File: src/rtl/word_loader.sv
`default_nettype none
// ============================================================================
// Module      : word_loader
// Description : Pulls bytes from a FWFT FIFO and loads them into a word
//               storage. A 0x00 byte terminates a word, and a word that
//               reaches WORD_MAX_LEN bytes completes without a terminator.
//               A packet that ends mid-word latches a sticky error.
// Revision    : 1.0 - initial release
// ============================================================================
module word_loader #(
  parameter int WORD_MAX_LEN = -1,
  localparam int ADDR_W = (WORD_MAX_LEN < 2) ? 1 : $clog2(WORD_MAX_LEN),
  localparam int LEN_W  = (WORD_MAX_LEN < 2) ? 2 : $clog2(WORD_MAX_LEN + 1)
) (
  input  logic              CLK,
  input  logic              RESET,
  input  logic [7:0]        din,
  input  logic              din_empty,
  input  logic              din_pkt_end,
  output logic              din_rd_en,
  output logic [7:0]        wr_data,
  output logic [ADDR_W-1:0] wr_addr,
  output logic              wr_en,
  output logic              set_full,
  input  logic              storage_full,
  output logic [LEN_W-1:0]  word_len,
  output logic [15:0]       word_count,
  output logic              err
);

  typedef enum logic [1:0] {
    WAIT_EMPTY = 2'd0,
    LOAD       = 2'd1,
    COMMIT     = 2'd2,
    ERROR      = 2'd3
  } state_t;

  state_t            state;
  state_t            state_nxt;
  logic [ADDR_W-1:0] cnt;
  logic [LEN_W-1:0]  cnt_inc;
  logic              max_hit;
  logic              cnt_clr;
  logic              term_seen;
  logic              word_done;

  // Byte count after the current write, widened so a full word fits.
  assign cnt_inc = LEN_W'(cnt) + LEN_W'(1);
  assign max_hit = (cnt_inc == LEN_W'(WORD_MAX_LEN));

  assign wr_data = din;
  assign wr_addr = cnt;
  assign err     = (state == ERROR);

  // Next-state decode and strobes; every strobe is held low while RESET is high.
  always_comb begin
    state_nxt = state;
    din_rd_en = 1'b0;
    wr_en     = 1'b0;
    set_full  = 1'b0;
    cnt_clr   = 1'b0;
    term_seen = 1'b0;
    word_done = 1'b0;
    case (state)
      WAIT_EMPTY: begin
        if (!storage_full) begin
          cnt_clr   = 1'b1;
          state_nxt = LOAD;
        end
      end
      LOAD: begin
        if (!din_empty) begin
          din_rd_en = 1'b1;
          if (din == 8'h00) begin
            term_seen = 1'b1;
            state_nxt = COMMIT;
          end else begin
            wr_en = 1'b1;
            if (max_hit) begin
              word_done = 1'b1;
              state_nxt = COMMIT;
            end else if (din_pkt_end) begin
              state_nxt = ERROR;
            end
          end
        end
      end
      COMMIT: begin
        set_full  = 1'b1;
        state_nxt = WAIT_EMPTY;
      end
      ERROR: begin
        state_nxt = ERROR;
      end
      default: begin
        state_nxt = WAIT_EMPTY;
      end
    endcase
    if (RESET) begin
      din_rd_en = 1'b0;
      wr_en     = 1'b0;
      set_full  = 1'b0;
      term_seen = 1'b0;
      word_done = 1'b0;
      cnt_clr   = 1'b0;
    end
  end

  // State register.
  always_ff @(posedge CLK) begin
    if (RESET) begin
      state <= WAIT_EMPTY;
    end else begin
      state <= state_nxt;
    end
  end

  // Byte counter, committed length and word counter.
  always_ff @(posedge CLK) begin
    if (RESET) begin
      cnt        <= '0;
      word_len   <= '0;
      word_count <= '0;
    end else begin
      if (cnt_clr) begin
        cnt <= '0;
      end else if (wr_en && !word_done) begin
        // A completing write leaves cnt alone; it is cleared before the next word.
        cnt <= cnt + ADDR_W'(1);
      end
      if (term_seen) begin
        word_len <= LEN_W'(cnt);
      end else if (word_done) begin
        word_len <= LEN_W'(WORD_MAX_LEN);
      end
      if (set_full) begin
        word_count <= word_count + 16'd1;
      end
    end
  end

endmodule
`default_nettype wire
File: config.mk
export PLATFORM = sky130hd
export DESIGN_NAME = word_loader
export DESIGN_NICKNAME = d
export VERILOG_FILES = /design/src/rtl/word_loader.sv
export SDC_FILE = /design/constraint.sdc
export NUM_CORES = 1
export LEC_CHECK = 0
export ABC_AREA = 1
export CAP_MARGIN = 20
export CORE_MARGIN = 5
export CORE_UTILIZATION = 58
export CTS_BUF_LIST = sky130_fd_sc_hd__clkbuf_8
export DETAILED_ROUTE_END_ITERATION = 16
export DONT_BUFFER_PORTS = 1
export PLACE_DENSITY_LB_ADDON = 0.3
export SETUP_SLACK_MARGIN = 0.3
export SYNTH_ARGS = -nofsm -noshare
export SYNTH_HDL_FRONTEND = slang
export SYNTH_SLANG_ARGS = --single-unit
File: constraint.sdc
create_clock -name CLK -period 1.15 [get_ports CLK]
set_clock_uncertainty 0.15 [all_clocks]
set_input_delay 0.1725 -clock CLK [delete_from_list [all_inputs] [get_ports CLK]]
set_output_delay 0.1725 -clock CLK [all_outputs]
set_load 0.01 [all_outputs]
### Word level (Yosys, flattened, before mapping)

Index checks and enable logic that the tools add are counted.

| storage, ports and cells | value |
|---|---|
| register bits | 21 |
| latch bits | 0 |
| RAM bits | 0 |
| ROM bits | 0 |
| input bits | 13 |
| output and inout bits | 31 |
| logic and storage cells | 52 |
| memories kept | 0 |

| cells by class | value |
|---|---|
| add/sub/neg operators | 3 |
| $mul | 0 |
| divide/modulo/power cells | 0 |
| magnitude comparators | 0 |
| eq/ne operators | 7 |
| shift-type cells | 0 |
| mux-type cells | 29 |
| bitwise gates (word level) | 0 |
| reductions and logical operators | 8 |

Operators with widths:

| operator | number |
|---|---|
| 2-to-1 mux 1 bit | 23 |
| adder 16 x 1 -> 16 bit, second input constant | 1 |
| 2-to-1 mux 2 bit | 5 |
| zero test 8 bit | 1 |
| one-hot mux 2 bit (4 select lines) | 1 |
| equality test 2 bit, second input constant | 3 |
| != test 2 bit, second input constant | 2 |
| != test 4 bit, second input constant | 1 |
| OR reduction 2 bit | 2 |
| AND reduction 3 bit | 1 |
| adder 1 x 1 -> 2 bit, second input constant | 1 |
| equality test 2 x 1 -> 1 bit, second input constant | 1 |
| zero test 2 bit | 1 |
| nonzero test 2 bit | 1 |
| adder 1 bit, second input constant | 1 |
| logical AND 1 bit | 1 |
| zero test 1 bit | 1 |

### Logic depth before layout (Yosys ltp)

Gate-level depths: netlist of run 1.

| depth | value |
|---|---|
| depth in word-level cells | 9 |
| depth in mapped cells | 8 |
| gate-level depth less buffers | 8 |

### Least setup slack after synthesis of run 1

No wires, ideal clock.

| timing | value |
|---|---|
| path kind | register -> register |
| start point | reg word_count[0] |
| end point | reg word_count[12] |
| library setup time | 113 ps |
| arrival time | 1106 ps |
| required time | 887 ps |
| path slack | -219 ps |
| stages on the path, launching flop included | 7 |
| buffers on the path | 0 |
| period minus slack after synthesis | 1369 ps |
| path through | dfxtp_1 > ha_1 > inv_1 > nor3_2 > nand3_1 > nor2_1 > nor2_1 |

| on the way | value |
|---|---|
| cells in the longest elaborated chain, start to end | 1 |

RTL lines:

| what | line | RTL |
|---|---|---|
| start, declared | 27 | `output logic [15:0] word_count,` |
| start signal, assigned | 137 | `word_count <= word_count + 16'd1;` |
| adder 16 x 1 -> 16 bit | 137 |  |

No other way between the ends.
A chain may end at the register's enable or synchronous reset.

### Worst setup path after layout of run 1

| timing | value |
|---|---|
| start point | reg state[0] |
| end point | reg word_count[12] |

| on the way | value |
|---|---|
| cells in the longest elaborated chain, start to end | 3 |

RTL lines:

| what | line | RTL |
|---|---|---|
| start, declared | 38 | `state_t state;` |
| start signal, assigned | 114 | `state <= state_nxt;` |
| equality test 2 bit | 64 | `case (state)` |
| 2-to-1 mux 1 bit | 64 |  |
| 2-to-1 mux 1 bit | 99 | `if (RESET) begin` |

No other way between the ends.

==> results of run 1 <==
-- sequential cells by signal, summed over array words and instances, names as in the netlist --
register,count
state,2
word_count,16
word_len,1
wr_addr,1
-- per-stage QoR --
stage | TNS [ns] | std cells | utilization | worst slack (ns) | cell area, µm²
2_1_floorplan | -0.6969 | 190 | - | -0.09255 | 1274
3_5_place_dp | -2.117 | 237 | 0.7367 | -0.1830 | 1460
4_1_cts | -3.685 | 246 | 0.8908 | -0.2509 | 1765
6_report | -7.133 | 251 | 0.9640 | -0.5234 | 1911
5_1_grt | -7.967 | 251 | 0.9640 | -0.5360 | 1911
3_3_place_gp | -1.380 | 237 | 0.7367 | -0.1463 | 1460
-- final cells by class --
| cell class | instances | area share |
|---|---|---|
| well taps | 27 | 0.01768 |
| flip-flops and latches | 20 | 0.2318 |
| multi-input cells | 120 | 0.4191 |
| clock inverters | 1 | 0.01572 |
| inverters | 40 | 0.08121 |
| clock buffers | 3 | 0.02161 |
| repair buffers | 40 | 0.2128 |
-- what timing repair did --
action / CTS / global route
pin swaps: 9 / 13
endpoints found under the setup margin: 42 / 42
hold endpoints to repair: 6 / 6
setup buffers: 5 / 5
gates cloned: 0 / 0
gates resized for setup: 57 / 26
-- power by group through the flow --
stage	registers, mW	clock network [mW]	logic [mW]
floorplan	0.734	0	0.133
global placement	0.732	0	0.152
detailed placement	0.733	0	0.161
CTS	0.712	0.704	0.189
global route	0.717	0.767	0.288
finish	0.717	0.734	0.276
-- logic make-up after synthesis --
kind of cell | Yosys count | share of synthesized area
xor gates and xnor gates | 2 | 0.01451
and+or+nand+nor | 101 | 0.3896
AOI/OAI and AO/OA | 15 | 0.06632
DFF | 20 | 0.3316
buffers and inverters | 50 | 0.1844
other | 1 | 0.003106
adders and majority gates | 1 | 0.01036
-- cells in the mapped netlist --
cell,instances,area [µm²]
nand2_1,45,168.9
inv_1,39,146.4
nor2_1,32,120.1
dfxtp_1,20,400.4
buf_4,9,67.56
nand3_1,8,40.04
o21ai_1,7,35.03
a21oi_1,6,30.03
nor2_2,4,25.02
nand4_1,3,18.77
nor3_1,2,10.01
nor3_2,2,20.02
buf_2,1,5.000
conb_1,1,3.750
ha_1,1,12.51
inv_2,1,3.750
nand3_2,1,10.01
nand3_4,1,17.52
nand3b_1,1,7.510
nand4_2,1,12.51
nor2_8,1,20.02
o21a_1,1,7.510
o21bai_1,1,7.510
xnor2_1,1,8.760
xor2_1,1,8.760
-- per-layer routing --
layer  vias up  track usage  part of all wire
met5         -            0                 0
met4         0       0.1146             0.098
met3        78      0.05568              0.13
met2       202       0.5068              0.45
met1       706       0.2829              0.32
li1        637            -                 -
-- worst reg2reg max path, cell delays in order (launching register included) --
cell and delay [ns]:
dfxtp_4 0.38, inv_4 0.10, nand3_4 0.13, buf_12 0.18
nor3_4 0.23, nand3_2 0.15, nor2_1 0.18, nor2_1 0.07
-- worst max path at each step --
stage | start | slack, ns | endpoint | cells after the start
6_report | state[0] | -0.52 | word_count[12] | 7
5_1_grt | state[0] | -0.54 | word_count[12] | 7
4_1_cts | state[0] | -0.25 | din_rd_en | 5
3_5_place_dp | state[0] | -0.18 | word_count[13] | 6
3_3_place_gp | state[0] | -0.15 | word_count[13] | 6
2_1_floorplan | word_count[1] | -0.09 | word_count[12] | 6
==> flow_metrics.tcl, run 1 <==
set metrics [dict create \
    outcome "finished, violations left" \
    violations "negative hold slack, negative setup slack" \
    setup_slack_ns -0.5234 \
    multiInputGateArea_um2 800.8 \
    n_fill_cell 43 \
    die_x_um 55.63 \
    cp_max_fo 5 \
    r2r_start "state[0]" \
    cap_violations 0 \
    crit_buf_inv 2 \
    ff2ff_path_depth 7 \
    path_cells "inv_4 > nand3_4 > buf_12 > nor3_4 > nand3_2 > nor2_1 > nor2_1" \
    drt_iter0_markers 171 \
    core_um2 1982 \
    ctsHtreeMaxLevel 1 \
    syn_avg_cell_area_um2 6.355 \
    n_antenna_cell 0 \
    seqPwrFrac 0.415 \
    cts_root_buffer "clkbuf_8" \
    netlist_area_um2 1207 \
    regArea_um2 442.9 \
    cp_slowest_cell "dfxtp_4" \
    ys_seq_area_frac 0.3316 \
    r2r_setup_slack_ns -0.52 \
    drc 0 \
    worst_setup_path_start_kind "flop" \
    clkPwrFrac 0.425 \
    wl_um 5986 \
    total_power_mw 1.727 \
    antenna_found_initial 0 \
    min-delay-start "RESET" \
    fin_nets 239 \
    yosys_warnings 0 \
    synthCells 190 \
    areaGrowthSynthToFinish_pct 58.24 \
    track_usage 0.2686 \
    power.leakage_nw 0.9284 \
    grt_max_degree 13 \
    r2r_end "word_count[12]" \
    power_density_nw_per_um2 904.1 \
    grt_pass1_vias 1430 \
    setup_viol 29 \
    io_pins 44 \
    min_period_ns 1.673 \
    gp_congestion 0.8674 \
    via_per_inst 6.466 \
    synth_nets 204 \
    final_cell_mix "34 x inv_1, 34 x nand2_1, 25 x nor2_1, 25 x buf_6, 14 x buf_4" \
    post_drt_wl_per_cell_um 23.85 \
    cts_buffers 3 \
    cts_tree "yes" \
    swShare 0.2627 \
    portBuffers 0 \
    synthDistinctLibCells 25 \
    clock_latency_ns 0.27 \
    die_area_um2 3094 \
    max_freq_ghz 0.5976 \
    p_int_mw 1.274 \
    holdWs_ns -0.1991 \
    num_rows 16 \
    required_ns 1.17 \
    initial_utilization 0.6092 \
    maxSlewViolCount 0 \
    combPwrFrac 0.160 \
    min_path_cells 1 \
    cp-end-kind "flop" \
    vdd_drop_max_mv 1.027 \
    dr.pass1.iters 5 \
    hold_end "word_count[2]" \
    cts_buffer_depth 2 \
    min_period_over_period 1.455 \
    layout-drive-gt1-share 0.5000 \
    hold_viol_final 6 \
    worstPathArrival_ns 1.69 \
    worstSetupPathType "reg -> reg" \
    antenna_left 0 \
    min_path_type "in -> reg" \
    clkTransAtPathRegs_ns 0.09 \
    vias 1623 \
    grt_pass1_wl_um 6713 \
    dp_hpwl_um 2263 \
    ys_seq_elements 20 \
    die_h_um 55.63 \
    p_sw_mw 0.4538 \
    slowest_delay_ns 0.38 \
    grt_remaining_overflow 0 \
    clock-sinks 20 \
    critPathTopFamily "simple AND/OR/NAND/NOR gates" \
    grt_setup_unrepaired "yes" \
    crit_top_cell "nor2_1" \
]
Power figures use the tool's default switching activity.
==> run 2, diff against run 1 <==
--- a/config.mk
+++ b/config.mk
@@ -5,7 +5,7 @@
 export SDC_FILE = /design/constraint.sdc
 export NUM_CORES = 1
 export LEC_CHECK = 0
-export ABC_AREA = 1
+export ABC_AREA = 0
 export CAP_MARGIN = 20
 export CORE_MARGIN = 5
 export CORE_UTILIZATION = 58
@@ -13,6 +13,7 @@
 export DETAILED_ROUTE_END_ITERATION = 16
 export DONT_BUFFER_PORTS = 1
 export PLACE_DENSITY_LB_ADDON = 0.3
+export REMOVE_ABC_BUFFERS = 1
 export SETUP_SLACK_MARGIN = 0.3
 export SYNTH_ARGS = -nofsm -noshare
 export SYNTH_HDL_FRONTEND = slang
==> flow_metrics.tcl, run 2 <==
set metrics [dict create \
    cts_root_buffer "clkbuf_8" \
    yosys_warnings 0 \
    ys_seq_area_frac 0.3926 \
    stop_stage "global routing (5_1_grt)" \
    place_inst 169 \
    ys.flop_type "dfxtp_1" \
    synthSimpleGateAreaFrac 0.3080 \
    synth_area_leaders "dfxtp_1 39%, buf_4 6.6%, a21oi_1 4.4%, xor2_1 4.3%, nor2_1 4.0%" \
    ctsHtreeMaxLevel 1 \
    io_pins 44 \
    cts_buffer_depth 2 \
    cts_buffers 3 \
    synth_common_cells "20 x dfxtp_1, 11 x nor2_1, 9 x a21oi_1, 9 x buf_4, 7 x nand3_1" \
    gp_congestion 0.8050 \
    ys_async_sr_fraction 0 \
    grt_max_degree 24 \
    netlist_area_um2 1020 \
    num_rows 15 \
    synth-edff-count 0 \
    synthDistinctLibCells 33 \
    muxShareOfSynthArea 0.02945 \
    ys_seq_elements 20 \
    synth_top_area_share 0.3926 \
    synthCells 118 \
    grt_worst_setup_endpoint "wr_en" \
    initial_utilization 0.5971 \
    synth_top_family_by_area "simple AND/OR/NAND/NOR gates" \
    synth_xor_area_frac 0.06012 \
    dp_hpwl_um 2040 \
    firstError "[ERROR DPL-0038] Utilization greater than 100%, impossible to legalize" \
    worstEpCategory "output port" \
    yosysMostFrequentCell "dfxtp_1" \
    outcome "did not finish" \
    die_x_um 51.93 \
    syn_avg_cell_area_um2 8.642 \
    synth_top_area_cell "dfxtp_1" \
    synth_fa_ha_area_frac 0.01227 \
    synth-compound-area-share 0.1092 \
    portBuffers 0 \
    clock-sinks 20 \
    die_h_um 51.93 \
]
## run 2: changes by cell type after synthesis, sizes merged, moves of 3 or more
cell,before,now
mux2i,0,3
or3,0,4
nand2,45,6
clkbuf,0,3
a21oi,6,9
o31ai,0,3
xor2,1,5
nor2,37,11
nand2b,0,3
inv,40,2
or4,0,3
## run 2: what timing repair did
action,4_1_cts
endpoints found under the setup margin,42
pin swaps,11
setup buffers,7
endpoints found under the hold margin,20
gates resized for setup,63
## run 2: cell families after synthesis
| family | after synthesis |
|---|---|
| AO/OA/AOI/OAI | 19 |
| XOR/XNOR | 7 |
| adder cells (fa/ha/maj) | 1 |
| AND/OR/NAND/NOR | 53 |
| flip-flops | 20 |
| other | 1 |
| multiplexers | 3 |
| buffers and inverters | 14 |
## run 2: metrics by stage
| step | hold slack (ns) | TNS (ns) | utilization | worst slack [ns] | area [µm²] |
|---|---|---|---|---|---|
| 3_5_place_dp | 0.09550 | -6.406 | 0.7363 | -0.4761 | 1257 |
| 4_1_cts | -0.1835 | -8.325 | 0.9026 | -0.5446 | 1541 |
| 2_1_floorplan | 0.09157 | -7.479 | - | -0.6698 | 940.9 |
| 3_3_place_gp | 0.09462 | -5.694 | 0.7363 | -0.4740 | 1257 |
==> run 3, diff against run 2 <==
==> config.mk (replaced) <==
export PLATFORM = sky130hd
export DESIGN_NAME = word_loader
export DESIGN_NICKNAME = d
export VERILOG_FILES = /design/src/rtl/word_loader.sv
export SDC_FILE = /design/constraint.sdc
export NUM_CORES = 1
export LEC_CHECK = 0
export ABC_AREA = 0
export CAP_MARGIN = 20
export CORE_AREA = 5 5 66 68
export DETAILED_ROUTE_END_ITERATION = 16
export DIE_AREA = 0 0 71 73
export DONT_BUFFER_PORTS = 1
export PLACE_DENSITY_LB_ADDON = 0.15
export REMOVE_ABC_BUFFERS = 1
export SYNTH_ARGS = -nofsm -noshare
export SYNTH_HDL_FRONTEND = slang
export SYNTH_SLANG_ARGS = --single-unit
==> constraint.sdc (replaced) <==
create_clock -name CLK -period 1.5 [get_ports CLK]
set_clock_uncertainty 0.15 [all_clocks]
set_input_delay 0.225 -clock CLK [delete_from_list [all_inputs] [get_ports CLK]]
set_output_delay 0.225 -clock CLK [all_outputs]
set_load 0.01 [all_outputs]
==> flow_metrics.tcl, run 3 <==
set metrics [dict create \
    total_power_mw 0.9367 \
    cp_max_fo 5 \
    grt_setup_unrepaired "yes" \
    ys_seq_elements 20 \
    grt_max_degree 24 \
    min_period_ns 1.635 \
    antenna_left 0 \
    initial_utilization 0.2684 \
    cp-end-kind "flop" \
    synth_common_cells "20 x dfxtp_1, 11 x nor2_1, 9 x a21oi_1, 9 x buf_4, 7 x nand3_1" \
    fin_util 0.3676 \
    wl_um 2638 \
    synth_area_leaders "dfxtp_1 39%, buf_4 6.6%, a21oi_1 4.4%, xor2_1 4.3%, nor2_1 4.0%" \
    holdWs_ns -0.1329 \
    clock-sinks 20 \
    die_h_um 73 \
    critPathTopFamily "simple AND/OR/NAND/NOR gates" \
    cap_violations 0 \
    place_inst 186 \
    max_freq_ghz 0.6115 \
    ctsHtreeMaxLevel 1 \
    cts_buffer_depth 2 \
    yosys_warnings 0 \
    final_cell_mix "30 x buf_4, 18 x dfxtp_1, 9 x nor2_1" \
    cp_slowest_cell "dfxtp_4" \
    synth_top_area_share 0.3926 \
    syn_avg_cell_area_um2 8.642 \
    maxSlewViolCount 0 \
    cts_tree "yes" \
    drc 0 \
    portBuffers 0 \
    antenna_found_initial 0 \
    final_cell_count_no_fill 194 \
    yosysMostFrequentCell "dfxtp_1" \
    r2r_start "state[1]" \
    fin_nets 160 \
    top_regs "word_count x16, state x2" \
    path_cells "nor3b_4 > nand3_2 > buf_6 > or3_4 > a21oi_2" \
    synthCells 118 \
    required_ns 1.55 \
    synthDistinctLibCells 33 \
    dr.pass1.iters 6 \
    cts_root_buffer "clkbuf_8" \
    crit_cells 5 \
    netlist_area_um2 1020 \
    largest_reg_flops 16 \
    via_per_inst 4.768 \
    n_antenna_cell 0 \
    drt_iter0_markers 14 \
    post_drt_wl_per_cell_um 13.60 \
    synth_top_area_cell "dfxtp_1" \
    clkTransAtPathRegs_ns 0.07 \
    worstPathArrival_ns 1.69 \
    setup_slack_ns -0.1353 \
    ys_async_sr_fraction 0 \
    crit_buf_inv 1 \
    worst_setup_path_start_kind "flop" \
    min_period_over_period 1.090 \
    synth-edff-count 0 \
    areaGrowthSynthToFinish_pct 36.93 \
    top_register "word_count" \
    power_density_nw_per_um2 670.8 \
    die_x_um 71 \
    num_rows 23 \
    worstSetupPathType "reg -> reg" \
    grt_pass1_wl_um 4257 \
    vdd_drop_max_mv 0.3301 \
    critPathLaunch "state[1]" \
    core_um2 3799 \
    vias 925 \
    setup_viol 10 \
    slowest_delay_ns 0.38 \
    io_pins 44 \
    cts_buffers 3 \
    ff2ff_path_depth 5 \
    post_dp_cell_area_um2 1229 \
    violations "negative hold slack, negative setup slack" \
    min_path_type "in -> reg" \
    min-delay-start "RESET" \
    layout-drive-gt1-share 0.3889 \
    final_common_cell "buf_4" \
    r2r_setup_slack_ns -0.14 \
    hold_viol_final 17 \
    crit_end "word_count[10]" \
    r2r_end "word_count[10]" \
    clock_latency_ns 0.26 \
    track_usage 0.1058 \
    pre_cts_ws_ns -0.1493 \
    gp_congestion 0.7630 \
    final_area_um2 1396 \
    die_area_um2 5183 \
    outcome "finished, violations left" \
    setup_tns_ns -0.7667 \
    ys.flop_type "dfxtp_1" \
    ys_seq_area_frac 0.3926 \
    grt_pass1_vias 982 \
    power.leakage_nw 0.5216 \
    dp_hpwl_um 2028 \
    grt_remaining_overflow 0 \
]
-- run 3: timing repair --
action,CTS,global route
pin swaps,11,10
endpoints found under the hold margin,17,17
setup buffers,5,1
endpoints found under the setup margin,13,16
gates resized for setup,14,10
-- run 3: kinds of logic after synthesis --
| family | Yosys count | synth area share |
|---|---|---|
| multiplexers | 3 | 0.02945 |
| AO/OA/AOI/OAI | 19 | 0.1092 |
| AND/OR/NAND/NOR | 53 | 0.3080 |
| flip-flops | 20 | 0.3926 |
| other | 1 | 0.003677 |
| buffers and inverters | 14 | 0.08466 |
| adder cells (fa/ha/maj) | 1 | 0.01227 |
| XOR/XNOR | 7 | 0.06012 |
-- run 3: worst min path at each step --
stage | to | slack (ns) | cells after the start
floorplan | word_count[10] | 0.14 | 1
global placement | word_count[14] | 0.15 | 1
detailed placement | word_count[13] | 0.15 | 1
CTS | state[0] | -0.13 | 1
global route | state[0] | -0.14 | 1
finish | state[0] | -0.13 | 1
-- run 3: metal layers --
layer,up-vias,global-route usage,wire length [µm]
li1,468,-,-
met1,408,0.1113,1083
met2,44,0.1854,1299
met3,5,0.03444,197
met4,0,0.06054,57
met5,-,0,0
-- run 3: power by group --
group / total [mW] / internal [mW] / switching (mW)
clock: 0.351 / 0.179 / 0.172
sequential: 0.542 / 0.534 / 0.00741
combinational: 0.0440 / 0.0268 / 0.0173
-- run 3: layout make-up --
cell class | count | area [µm²]
Fill cell | 407 | 2402
Multi-Input combinational cell | 84 | 595.6
Sequential cell | 20 | 407.9
Timing Repair Buffer | 35 | 281.5
Tap cell | 50 | 62.56
Clock buffer | 3 | 41.29
Inverter | 2 | 7.507
